### src/rtl/clint_arb.sv
// clint_arb: round-robin two-master arbiter and sequencer for the single CLINT slave port.
// Define CLINT_ARB_TIMEOUT_EN to abort an unanswered ISSUE after TIMEOUT cycles with resp 2'b10.
`ifndef DATA_BUS
`define DATA_BUS 63:0
`endif
`ifndef DATA_ADDR_BUS
`define DATA_ADDR_BUS 63:0
`endif
`ifndef REQ_READ
`define REQ_READ 1'b0
`endif
`ifndef REQ_WRITE
`define REQ_WRITE 1'b1
`endif
`ifndef MTIME_ADDR
`define MTIME_ADDR 64'h0000_0000_0200_bff8
`endif
`ifndef MTIMECMP_ADDR
`define MTIMECMP_ADDR 64'h0000_0000_0200_4000
`endif

module clint_arb #(
    parameter int TIMEOUT = 16
) (
    input  logic                  clk,
    input  logic                  rst,

    input  logic                  m0_valid,
    input  logic                  m0_req,
    input  logic [`DATA_ADDR_BUS] m0_addr,
    input  logic [1:0]            m0_size,
    input  logic [`DATA_BUS]      m0_wdata,
    output logic                  m0_ready,
    output logic [`DATA_BUS]      m0_rdata,
    output logic [1:0]            m0_resp,

    input  logic                  m1_valid,
    input  logic                  m1_req,
    input  logic [`DATA_ADDR_BUS] m1_addr,
    input  logic [1:0]            m1_size,
    input  logic [`DATA_BUS]      m1_wdata,
    output logic                  m1_ready,
    output logic [`DATA_BUS]      m1_rdata,
    output logic [1:0]            m1_resp,

    output logic                  s_valid,
    output logic                  s_req,
    output logic [`DATA_ADDR_BUS] s_addr,
    output logic [1:0]            s_size,
    output logic [`DATA_BUS]      s_wdata,
    input  logic                  s_ready,
    input  logic [`DATA_BUS]      s_rdata,
    input  logic [1:0]            s_resp
);

    if (TIMEOUT < 1 || TIMEOUT > 255) begin : g_timeout_range
        $error("clint_arb: TIMEOUT must be in 1..255");
    end

    typedef enum logic [1:0] {
        IDLE  = 2'd0,
        ISSUE = 2'd1,
        RESP  = 2'd2
    } state_e;

    state_e                state_q, state_d;
    logic                  last_q, last_d;
    logic                  gnt_q, gnt_d;
    logic                  req_q, req_d;
    logic [`DATA_ADDR_BUS] addr_q, addr_d;
    logic [1:0]            size_q, size_d;
    logic [`DATA_BUS]      wdata_q, wdata_d;
    logic                  s_valid_q, s_valid_d;
    logic [`DATA_BUS]      rdata_q, rdata_d;
    logic [1:0]            resp_q, resp_d;
    logic [1:0]            ready_q, ready_d;
`ifdef CLINT_ARB_TIMEOUT_EN
    localparam logic [7:0] TIMEOUT_LIM = 8'(TIMEOUT);
    logic [7:0]            cnt_q, cnt_d;
`endif

    always_comb begin
        // NOTE: every _d starts from its _q (or a pulse default) so no branch can infer a latch.
        state_d   = state_q;
        last_d    = last_q;
        gnt_d     = gnt_q;
        req_d     = req_q;
        addr_d    = addr_q;
        size_d    = size_q;
        wdata_d   = wdata_q;
        s_valid_d = s_valid_q;
        rdata_d   = rdata_q;
        resp_d    = resp_q;
        ready_d   = 2'b00;
`ifdef CLINT_ARB_TIMEOUT_EN
        cnt_d     = cnt_q;
`endif
        unique case (state_q)
            IDLE: begin
                if (m0_valid || m1_valid) begin
                    // On a tie the master that did not win last time goes next.
                    gnt_d     = (m0_valid && m1_valid) ? ~last_q : m1_valid;
                    last_d    = gnt_d;
                    req_d     = gnt_d ? m1_req   : m0_req;
                    addr_d    = gnt_d ? m1_addr  : m0_addr;
                    size_d    = gnt_d ? m1_size  : m0_size;
                    wdata_d   = gnt_d ? m1_wdata : m0_wdata;
                    s_valid_d = 1'b1;
                    state_d   = ISSUE;
`ifdef CLINT_ARB_TIMEOUT_EN
                    cnt_d     = 8'd0;
`endif
                end
            end
            ISSUE: begin
                if (s_ready) begin
                    rdata_d        = s_rdata;
                    resp_d         = s_resp;
                    s_valid_d      = 1'b0;
                    ready_d[gnt_q] = 1'b1;
                    state_d        = RESP;
                end
`ifdef CLINT_ARB_TIMEOUT_EN
                else begin
                    cnt_d = cnt_q + 8'd1;
                    if (cnt_d == TIMEOUT_LIM) begin
                        rdata_d        = '0;
                        resp_d         = 2'b10;
                        s_valid_d      = 1'b0;
                        ready_d[gnt_q] = 1'b1;
                        state_d        = RESP;
                    end
                end
`endif
            end
            RESP:    state_d = IDLE;
            default: state_d = IDLE;
        endcase
    end

    always_ff @(posedge clk or negedge rst) begin
        if (!rst) begin
            state_q   <= IDLE;
            last_q    <= 1'b1;
            gnt_q     <= 1'b0;
            req_q     <= 1'b0;
            addr_q    <= '0;
            size_q    <= '0;
            wdata_q   <= '0;
            s_valid_q <= 1'b0;
            rdata_q   <= '0;
            resp_q    <= '0;
            ready_q   <= 2'b00;
`ifdef CLINT_ARB_TIMEOUT_EN
            cnt_q     <= 8'd0;
`endif
        end else begin
            // NOTE: non-blocking so every flop samples pre-edge values regardless of statement order.
            state_q   <= state_d;
            last_q    <= last_d;
            gnt_q     <= gnt_d;
            req_q     <= req_d;
            addr_q    <= addr_d;
            size_q    <= size_d;
            wdata_q   <= wdata_d;
            s_valid_q <= s_valid_d;
            rdata_q   <= rdata_d;
            resp_q    <= resp_d;
            ready_q   <= ready_d;
`ifdef CLINT_ARB_TIMEOUT_EN
            cnt_q     <= cnt_d;
`endif
        end
    end

    assign s_valid  = s_valid_q;
    assign s_req    = req_q;
    assign s_addr   = addr_q;
    assign s_size   = size_q;
    assign s_wdata  = wdata_q;

    // Return data is visible only to the winner, and only during its ready pulse.
    assign m0_ready = ready_q[0];
    assign m1_ready = ready_q[1];
    assign m0_rdata = ready_q[0] ? rdata_q : '0;
    assign m1_rdata = ready_q[1] ? rdata_q : '0;
    assign m0_resp  = ready_q[0] ? resp_q  : 2'b00;
    assign m1_resp  = ready_q[1] ? resp_q  : 2'b00;

endmodule

### config.mk
export PLATFORM = sky130hd
export DESIGN_NAME = clint_arb
export DESIGN_NICKNAME = d
export VERILOG_FILES = /design/src/rtl/clint_arb.sv
export SDC_FILE = /design/constraint.sdc
export NUM_CORES = 1
export LEC_CHECK = 0
export ABC_CLOCK_PERIOD_IN_PS = 4600
export BUFFER_PORTS_ARGS = -buffer_cell sky130_fd_sc_hd__buf_4
export CAP_MARGIN = 20
export CORE_AREA = 2 2 236 238
export CTS_BUF_LIST = sky130_fd_sc_hd__clkbuf_8
export DETAILED_ROUTE_END_ITERATION = 7
export DIE_AREA = 0 0 238 240
export SETUP_SLACK_MARGIN = 0.1
export SLEW_MARGIN = 20
export SYNTH_ARGS = -nofsm -noshare
export SYNTH_HDL_FRONTEND = slang
export SYNTH_SLANG_ARGS = --single-unit
### constraint.sdc
create_clock -name clk -period 4.6 [get_ports clk]
set_input_delay 0 -clock clk [delete_from_list [all_inputs] [get_ports clk]]
set_output_delay 0 -clock clk [all_outputs]
set_load 0.01 [all_outputs]
After elaboration in Yosys (flattened, before gate mapping)
Cells that the tools add are included.
- multiplexer cells: 19
- bitwise logic cells: 1
- equal/unequal tests: 3
- reduce and logical (&&, ||, !) cells: 9
- magnitude comparators: 2
- operators by type and width (kind ; number):
    two-way mux 64 bit ; 4
    two-way mux 2 bit ; 7
    AND reduction 2 bit ; 3
    two-way mux 1 bit ; 5
    inequality test 2 bit, second input constant ; 2
    one-hot mux 2 bit (2 select lines) ; 1
    AND reduction 3 bit ; 1
    == test 2 x 1 -> 1 bit, second input constant ; 1
    logical AND 1 bit ; 2
    zero test 2 bit ; 1
    less-than comparator 1 x 2 -> 1 bit, second input constant ; 1
    one-hot mux 1 bit (2 select lines) ; 1
    nonzero test 2 bit ; 1
    demux 1 bit (select 1 bit) ; 1
    greater-or-equal comparator 1 bit, second input constant ; 1
    logical OR 1 bit ; 1
    inverter 1 bit ; 1
- bits in registers: 204
- output and inout bits: 266

Longest topological paths before layout
Gate-level depths: netlist of the first run.
- depth in word-level cells: 6
- mapped depth: 6
- gate-level depth less buffers: 3

Worst setup path after synthesis of the first run
Ideal clock, no wire load.
- kind: register -> register
- start point: reg last_q
- end point: reg addr_q[0], in the netlist s_addr[0]
- setup slack: 2.904 ns
- buffers on the path: 3
- data arrival time: 1.571 ns
- setup time: 0.125 ns
- data required time: 4.475 ns
- clock period less this slack: 1.696 ns
- stages on the path, launching flop included: 7
- cell sequence: dfstp_2 > a21bo_1 > buf_6 > buf_6 > buf_6 > mux2_4 > mux2_2
- cells in the longest elaborated chain, start to end: 3
- RTL lines (element ; line ; source):
    start: declaration ; 67 ; logic last_q, last_d;
    start signal: assignment ; 160 ; last_q <= last_d;
    inverter 1 bit ; 102 ; gnt_d = (m0_valid && m1_valid) ? ~last_q : m1_valid;
    two-way mux 1 bit ; 102 ;
    two-way mux 64 bit ; 105 ; addr_d = gnt_d ? m1_addr : m0_addr;
    end signal: assignment ; 163 ; addr_q <= addr_d;
    end: declaration ; 70 ; logic [`DATA_ADDR_BUS] addr_q, addr_d;
No other way between the ends.
A chain may end at the register's enable or synchronous reset.

Final worst setup path of the first run
- start point: reg last_q
- end point: reg size_q[0], in the netlist s_size[0]
- cells in the longest elaborated chain, start to end: 3
- RTL lines (element ; line ; source):
    inverter 1 bit ; 102 ;
    two-way mux 1 bit ; 102 ;
    two-way mux 2 bit ; 106 ; size_d = gnt_d ? m1_size : m0_size;
    end signal: assignment ; 164 ; size_q <= size_d;
    end: declaration ; 71 ; logic [1:0] size_q, size_d;
No other way between the ends.

==> summary by stage, run 1 <==
Outcome
The run finished with clean final reports.

Route
The final route contains 9417 vias. The final layout contains routed wiring with a total length of 37700 um. After detailed routing, the number of remaining DRC violations is 0. For this run, the detailed router's first-pass iteration total came to 4.

After detailed routing, the average wire length per cell comes to 15.8 um. The count of nets left with antenna violations once routing finished came out at 0. After detailed routing, the number of vias per cell comes to 3.94. For this block, the initial DRC count from the detailed router was 164.

Clocking
TritonCTS built the clock tree. The buffer type at the clock tree root is sky130_fd_sc_hd__clkbuf_8. At the later pin of the worst-skew pair, clock insertion delay measures 0.56 ns. The number of resized instances in the post-cts repair step is 0. The number of buffers created by CTS is 39.

The number of levels the H-tree was split into is 2. After clock tree synthesis, the clock-pin slew on the worst setup and hold paths is 0.06 ns. The worst-case clock buffer depth is 3. Counting every sink on the clock net gives 204.

Timing
Across all hold checks on the routed design, the worst slack comes to 0.0754 ns. Setup repair after global routing left no endpoint under its margin. In the final timing run, aggregate negative setup slack is 0 ns. The share of the cycle needed by the critical path after routing is 65.5%. Between clock sinks in the finished design, the worst skew comes to 0.0204 ns. Timing would allow up to 332 MHz.

The minimum clock period is 3.01 ns. The worst slew margin relative to its limit is 30.9%. The final max-slew violation count is 0. At the pin with the least slew margin, the transition time is 1.04 ns. The final hold violation count is 0.

The worst-case setup margin in the final layout is 1.59 ns. Setup violations remaining at the end of the flow were counted as 0.

Placed design
The number of placed instances with taps included is 1994. The congestion estimate from routability-driven global placement came to 0.790. The HPWL after detailed placement is 25200 um. In this run the cell area measured after placement is 15500 um2. Input and output buffers added on the ports amount to 598.

The post-place setup slack is 2.14 ns.

Hold path
The class of the most critical hold timing path is input pin to register. The path with the worst hold slack has its endpoint at last_q$_DFFE_PN1P_. The hold path startpoint is m0_valid. Counting instances, the worst hold path has a depth of 3.

Power and ir drop
The register share of total power is 35.3%. The combinational share of power is 47.0%. The clock network accounts for 17.6% of the total power. The internal power consumption is 6.39 mW.

The worst-case IR drop observed on VDD is 282 uV. For this design the total switching power over the nets is 3.17 mW. The cell leakage power is 9.30 nW. The net switching share of the total power is 33.2%. Dividing total power by cell area gives a power density of 488 nW/um2.

Critical path
The highest net fanout along the worst path is 50. Broken down by cell family, the worst path's largest delay share belongs to buffers and inverters. The signal on the critical path passes through a21bo_4 > buf_4 > mux2_4 > dlygate4sd3_1 > mux2_2. The data arrival time of the worst path is 3.45 ns. The reg-to-reg endpoint is s_size[0]$_DFFE_PN0P_.

Counting cells, the worst reg-to-reg path comes to 5. The worst setup path is of the register to register kind. The data required time at the worst endpoint is 5.04 ns. The startpoint class of the critical path is a register. The buffer and inverter count on the worst path is 2. The delay of the slowest cell on the worst path is 0.74 ns. The worst setup path is captured at a register. The slack of the worst reg-to-reg path is 1.59 ns. On the critical path, the stage with the largest delay is an instance of sky130_fd_sc_hd__a21bo_4.

The startpoint of the lowest-slack register-to-register path is last_q$_DFFE_PN1P_.

Logic synthesis
Summing every instance area after synthesis gives 10300 um2. The number of different library cells used by synthesis comes to 19. The number of warning messages in the yosys log is 0. The share of the Yosys chip area taken by registers is 49.7%. Averaged over all synthesized cells, the footprint is 14.1 um2. The net count of the mapped netlist is 1064. The synthesized netlist cell count is 731. The total of flip-flops plus latches after synthesis is 204.

GRT
The aggregate global-route resource usage is 12.6%. The via count of the first global-routing pass is 10200. Global routing used 22.8% of the available met2 tracks. In the global route stage, met1 resource usage came out at 13.8%.

The number of antenna violations at the first check in global routing was 1. The global-route track usage on met3 is 3.56%. The global-route wire length before repair is 56200 um. The layer carrying the most global-route usage is met2. The pin count of the biggest net entering global routing is 109. The total congestion overflow after global routing is 0.

Die
The core region is 54700 um2. The number of placement rows is 86. 599 I/O pins were placed.

The die is 238 um wide. The die is 240 um tall. The full die area is 57100 um2. The starting utilization of the core area is 18.8%.

Run
Across the run, the number of max-cap violations was 0.

Layout
The library cell used most frequently in the layout, excluding fill and tap cells, is sky130_fd_sc_hd__buf_4. Cells with a size suffix above 1 make up 58.9% of the layout. The number of nets at the end of the flow is 1999.

Once layout is done, the placed cells without fillers occupy 19600 um2. Leaving out fill and tap cells, the most frequent cells in the layout are 605 x sky130_fd_sc_hd__buf_4, 334 x sky130_fd_sc_hd__dlygate4sd3_1, 260 x sky130_fd_sc_hd__mux2_2. The filler-free cell count of the finished design is 2393. The area growth from synthesis to layout is 90.7%. The repair_antennas step left the layout with diodes totalling 0.
[cells by family after synthesis]
logic type | share of synthesized area (%)
DFF | 49.7
and+or+nand+nor | 8.36
muxes | 38.6
AOI/OAI and AO/OA | 0.268
buffers and inverters | 3.02
[how the worst max path moves through the flow]
stage	from	end	depth (start not counted)
2_1_floorplan	last_q$_DFFE_PN1P_	s_addr[0]$_DFFE_PN0P_	6
3_3_place_gp	last_q$_DFFE_PN1P_	s_wdata[62]$_DFFE_PN0P_	4
3_5_place_dp	last_q$_DFFE_PN1P_	s_size[0]$_DFFE_PN0P_	4
4_1_cts	last_q$_DFFE_PN1P_	s_size[0]$_DFFE_PN0P_	5
5_1_grt	last_q$_DFFE_PN1P_	s_size[0]$_DFFE_PN0P_	5
6_report	last_q$_DFFE_PN1P_	s_size[0]$_DFFE_PN0P_	5
[registers in the layout, summed over array words and instances, names as in the netlist]
register,flops
last_q,1
s_valid,1
ready_q,2
s_size,2
rdata_q,64
state_q,2
s_req,1
s_wdata,64
gnt_q,1
s_addr,64
resp_q,2
[worst min-delay path, delay by kind of cell]
kind                   cells  cell delay (ns)
multiplexers               1             0.17
buffers and inverters      1             0.12
AO/OA/AOI/OAI              1             0.33
[synthesized netlist by cell type]
cell | number | area (um2)
sky130_fd_sc_hd__dfrtp_1 | 203 | 5080
sky130_fd_sc_hd__buf_1 | 1 | 3.75
sky130_fd_sc_hd__clkbuf_1 | 21 | 78.8
sky130_fd_sc_hd__buf_6 | 9 | 101
sky130_fd_sc_hd__buf_2 | 14 | 70.1
sky130_fd_sc_hd__buf_4 | 6 | 45.0
sky130_fd_sc_hd__nor2_1 | 3 | 11.3
sky130_fd_sc_hd__nand2_1 | 2 | 7.51
sky130_fd_sc_hd__nand2b_1 | 1 | 6.26
sky130_fd_sc_hd__inv_1 | 3 | 11.3
sky130_fd_sc_hd__o21a_1 | 1 | 7.51
sky130_fd_sc_hd__nand3b_1 | 1 | 7.51
sky130_fd_sc_hd__a21bo_1 | 1 | 10.0
sky130_fd_sc_hd__and2_1 | 132 | 826
sky130_fd_sc_hd__o21ai_0 | 2 | 10.0
sky130_fd_sc_hd__mux2_4 | 68 | 1020
sky130_fd_sc_hd__dfstp_2 | 1 | 26.3
sky130_fd_sc_hd__mux2i_1 | 2 | 20.0
sky130_fd_sc_hd__mux2_2 | 260 | 2930
[stage by stage]
step                utilization [%]  power, mW
finish                         35.8       9.57
global placement               28.4       7.45
global route                   35.8       10.2
floorplan                         -       5.47
detailed placement             28.4       7.54
CTS                            35.8       9.71
[routing by layer]
metal	routed length [um]	part of all wire [%]	up-vias
met1	14400	38	4552
li1	-	-	4398
met4	1330	3.5	2
met5	16	0.042	-
met2	19400	51	388
met3	2600	6.9	77
[power groups by stage]
stage | Combinational, mW | Clock, mW | Sequential [mW]
2_1_floorplan | 2.02 | 0 | 3.45
3_3_place_gp | 4.09 | 0 | 3.36
3_5_place_dp | 4.15 | 0 | 3.40
4_1_cts | 4.53 | 1.80 | 3.38
5_1_grt | 4.79 | 1.87 | 3.52
6_report | 4.50 | 1.69 | 3.38
[layout make-up]
| type | instances | area, um2 |
|---|---|---|
| Timing Repair Buffer | 945 | 8010 |
| Inverter | 3 | 11.3 |
| Fill cell | 5230 | 35100 |
| Clock buffer | 46 | 633 |
| Multi-Input combinational cell | 473 | 4870 |
| Sequential cell | 204 | 5110 |
| Clock inverter | 18 | 81.3 |
| Tap cell | 704 | 881 |
[what timing repair did]
item,in CTS,in global routing
hold buffers,335,0
endpoints found under the hold margin,344,0
setup buffers,0,0
Power figures use the tool's default switching activity.
==> inputs of run 2 (changes only) <==
--- a/config.mk
+++ b/config.mk
@@ -5,7 +5,7 @@
 export SDC_FILE = /design/constraint.sdc
 export NUM_CORES = 1
 export LEC_CHECK = 0
-export ABC_CLOCK_PERIOD_IN_PS = 4600
+export ABC_CLOCK_PERIOD_IN_PS = 3100
 export BUFFER_PORTS_ARGS = -buffer_cell sky130_fd_sc_hd__buf_4
 export CAP_MARGIN = 20
 export CORE_AREA = 2 2 236 238
==> constraint.sdc (replaced) <==
create_clock -name clk -period 3.1 [get_ports clk]
set_input_delay 0 -clock clk [delete_from_list [all_inputs] [get_ports clk]]
set_output_delay 0 -clock clk [all_outputs]
set_load 0.01 [all_outputs]
==> run 2 against run 1 <==
Die area unchanged. Global-route usage up 0.059 points. Critical path depth unchanged. Combinational power up 50%. Via count up 0.28%. Clock skew down 0.0014 ns. Register-to-register slack worse by 1.2 ns. Sequential cell count unchanged.
==> summary by stage, run 2 (synthesis results as in run 1) <==
Layout
The number of nets at the end of the flow was 2000 (was 1999). The storage element area is 5110 um2 (about the same). The leading cell type in the layout, fill and taps excluded is sky130_fd_sc_hd__buf_4 (unchanged). The count of fill cells added during filler insertion was 5260 (was 5230). The total area of multi-input combinational cells is 4870 um2 (unchanged). Highest-count cells in the layout ignoring fill and taps: 604 x sky130_fd_sc_hd__buf_4, 333 x sky130_fd_sc_hd__dlygate4sd3_1, 260 x sky130_fd_sc_hd__mux2_2 (was 605 x sky130_fd_sc_hd__buf_4, 334 x sky130_fd_sc_hd__dlygate4sd3_1, 260 x sky130_fd_sc_hd__mux2_2).

The total inserted antenna cells is 0 (unchanged). The area growth from synthesis to layout is 92.1% (was 90.7%). The fraction of layout cells with a size suffix above 1 is 59.4% (was 58.9%).

GRT
The via count of the first global-routing pass came to 10300 (was 10200). The pin count of the biggest net entering global routing is 89 (was 109). The number of antenna violations at the first check in global routing came to 2 (was 1).

The global-route wire length before repair is 56300 um (was 56200 um). The aggregate global-route resource usage was 12.7% (was 12.6%). The total congestion overflow after global routing is 0 (unchanged).

Clocking
The number of levels the H-tree was split into is 2 (unchanged). The buffers inserted during post-CTS setup optimization is 0 (unchanged). The number of sinks on the clock net came to 204 (unchanged). The worst-case clock buffer depth was 3 (unchanged). The number of buffers created by CTS is 38 (was 39). The clock tree from TritonCTS is yes (unchanged). The buffer type at the clock tree root is sky130_fd_sc_hd__clkbuf_8 (unchanged). The cts-stage hold buffer count is 333 (was 335).

The clock transition at the registers of the reported paths came to 0.06 ns (about the same). The number of resized instances in the post-cts repair step came to 0 (unchanged). The clock insertion delay at the later pin of the skew report is 0.56 ns (about the same).

Die
The height of the die was 240 um (unchanged). The chip width is 238 um (unchanged). The starting utilization of the core area is 18.8% (unchanged). The full die area is 57100 um2 (unchanged). The standard cell core area is 54700 um2 (unchanged). The number of placement rows is 86 (unchanged). The number of ports placed on the die boundary is 599 (unchanged).

Critical path
The highest net fanout along the worst path is 62 (was 50). The startpoint class of the critical path is a register (unchanged). The data arrival time of the worst path is 3.14 ns (was 3.45 ns). The reg-to-reg endpoint is s_addr[38]$_DFFE_PN0P_ (was s_size[0]$_DFFE_PN0P_). The library cell contributing the largest single delay on the critical path was sky130_fd_sc_hd__dlygate4sd3_1 (was sky130_fd_sc_hd__a21bo_4).

The data required time at the worst endpoint is 3.53 ns (was 5.04 ns). The startpoint of the lowest-slack register-to-register path is last_q$_DFFE_PN1P_ (unchanged). The start point of the critical path is last_q$_DFFE_PN1P_ (unchanged).

The slack of the worst reg-to-reg path came to 0.39 ns (was 1.59 ns). The delay of the slowest cell on the worst path was 0.56 ns (was 0.74 ns). The most repeated library cell on the critical path is sky130_fd_sc_hd__mux2_2. Crit-path cells: a21bo_4 > buf_12 > mux2_2 > dlygate4sd3_1 > mux2_2 (was a21bo_4 > buf_4 > mux2_4 > dlygate4sd3_1 > mux2_2). The critical path capture point type is a register (unchanged). The number of cell instances on the worst register-to-register path is 5 (unchanged). The capturing element of the worst setup path is s_addr[38]$_DFFE_PN0P_ (was s_size[0]$_DFFE_PN0P_). The kind of critical path was register to register (unchanged).

Timing
The total negative setup slack is 0 ns (unchanged). The minimum clock period came to 2.71 ns (was 3.01 ns). The setup-violating endpoint count in the final report is 0 (unchanged). The worst slew margin relative to its limit is 45.6% (was 30.9%). The share of the cycle needed by the critical path after routing is 87.5% (was 65.5%).

RSZ-0062 raised after global routing: false (unchanged). The final max-slew violation count is 0 (unchanged). The clock tree skew after final layout is 0.0190 ns (was 0.0204 ns). The final hold violation count is 0 (unchanged). The slew at the pin closest to its max-slew limit was 0.816 ns (was 1.04 ns). The timing-limited maximum frequency is 368 MHz (was 332 MHz).

Route
The number of vias after detailed routing came to 9443 (was 9417). The total detailed-routing wirelength was 38100 um (was 37700 um). The number of remaining DRC errors was 0 (unchanged). The number of search-and-repair iterations in the first detailed-routing pass was 4 (unchanged).

The average detailed-routed wire length per instance is 15.9 um (was 15.8 um). The number of violations reported at the end of detailed-routing iteration 0 is 164 (unchanged). The vias per cell was 3.94 (about the same).

The highest layer used for signal routing was met5 (unchanged). The detailed-routed wire length on met3 is 2790 um (was 2600 um). The final antenna-violating net count is 0 (unchanged). The sum of met2 wire segment lengths after detailed routing was 19500 um (was 19400 um). The wire length on met1 came to 14500 um (was 14400 um).

Outcome
Outcome: finished clean (unchanged).

Power and ir drop
The total power divided by cell area is 734 nW/um2 (was 488 nW/um2). The peak ir drop on the vdd network is 431 uV (was 282 uV). The total power is 14.5 mW (was 9.57 mW). The cell leakage power is 9.35 nW (was 9.30 nW).

Placed design
The HPWL after detailed placement came to 25400 um (was 25200 um). The final weighted congestion in routability-driven placement came to 0.793 (was 0.790). The count of buffers from port buffering is 598 (unchanged).

Hold path
The class of the most critical hold timing path is input pin to asynchronous set/reset pin (was input pin to register).

Run
The max-cap check violation count is 0 (unchanged).
run 2: changes by cell type in the layout (fill, tap and decap cells not counted):
cell,change
sky130_fd_sc_hd__buf_12,+5
sky130_fd_sc_hd__buf_4,-1
sky130_fd_sc_hd__dfrtp_4,+2
sky130_fd_sc_hd__clkinvlp_4,-1
sky130_fd_sc_hd__bufinv_16,+1
sky130_fd_sc_hd__dfrtp_2,-2
sky130_fd_sc_hd__clkinv_2,+5
sky130_fd_sc_hd__buf_16,-1
sky130_fd_sc_hd__dlygate4sd3_1,-1
sky130_fd_sc_hd__clkbuf_8,+5
sky130_fd_sc_hd__inv_6,-1
sky130_fd_sc_hd__inv_1,-7
run 2: worst min path at each step:
stage	to	cells after the start	startpoint
floorplan	gnt_q$_DFFE_PN0P_	0	rst
CTS	last_q$_DFFE_PN1P_	3	m0_valid
global route	last_q$_DFFE_PN1P_	3	m0_valid
finish	s_addr[30]$_DFFE_PN0P_	2	rst
detailed placement	s_addr[30]$_DFFE_PN0P_	1	rst
global placement	s_wdata[54]$_DFFE_PN0P_	1	rst
run 2: cell type report:
class / instances / area share [%]
Clock buffer: 51 / 3.56
Clock inverter: 15 / 0.476
Inverter: 3 / 0.0571
Multi-Input combinational cell: 473 / 24.7
Sequential cell: 204 / 25.9
Tap cell: 704 / 4.46
Timing Repair Buffer: 947 / 40.9
run 2: layer usage:
layer / vias up / GRT usage (%)
met1: 4548 / 13.7
met3: 84 / 3.51
met4: 2 / 5.42
met5: - / 0
li1: 4406 / -
met2: 403 / 23.1
run 2: power by group:
part           switching (mW)  total (mW)  internal, mW
Sequential              0.968        5.02          4.05
Combinational            2.59        6.73          4.15
Clock                    1.18        2.73          1.55
Total                    4.74        14.5          9.74
run 2: critical path, delay by kind of cell (launching register included):
kind                   cells  cell delay [ns]
buffers and inverters      2             0.91
multiplexers               2             0.65
AO/OA/AOI/OAI              1             0.38
flip-flops                 1             0.54
run 2: through the flow:
step | cell area (um2) | utilization, % | setup WS [ns] | cells | hold WS, ns
after floorplan | 10300 | - | 1.40 | 731 | -0.296
after global placement | 15600 | 28.5 | 1.00 | 1998 | 0.166
after CTS | 19700 | 36.1 | 0.419 | 2397 | 0.0609
final | 19700 | 36.1 | 0.386 | 2397 | 0.118
after detailed placement | 15600 | 28.5 | 0.972 | 1998 | 0.170
after global routing | 19700 | 36.1 | 0.280 | 2397 | 0.0912
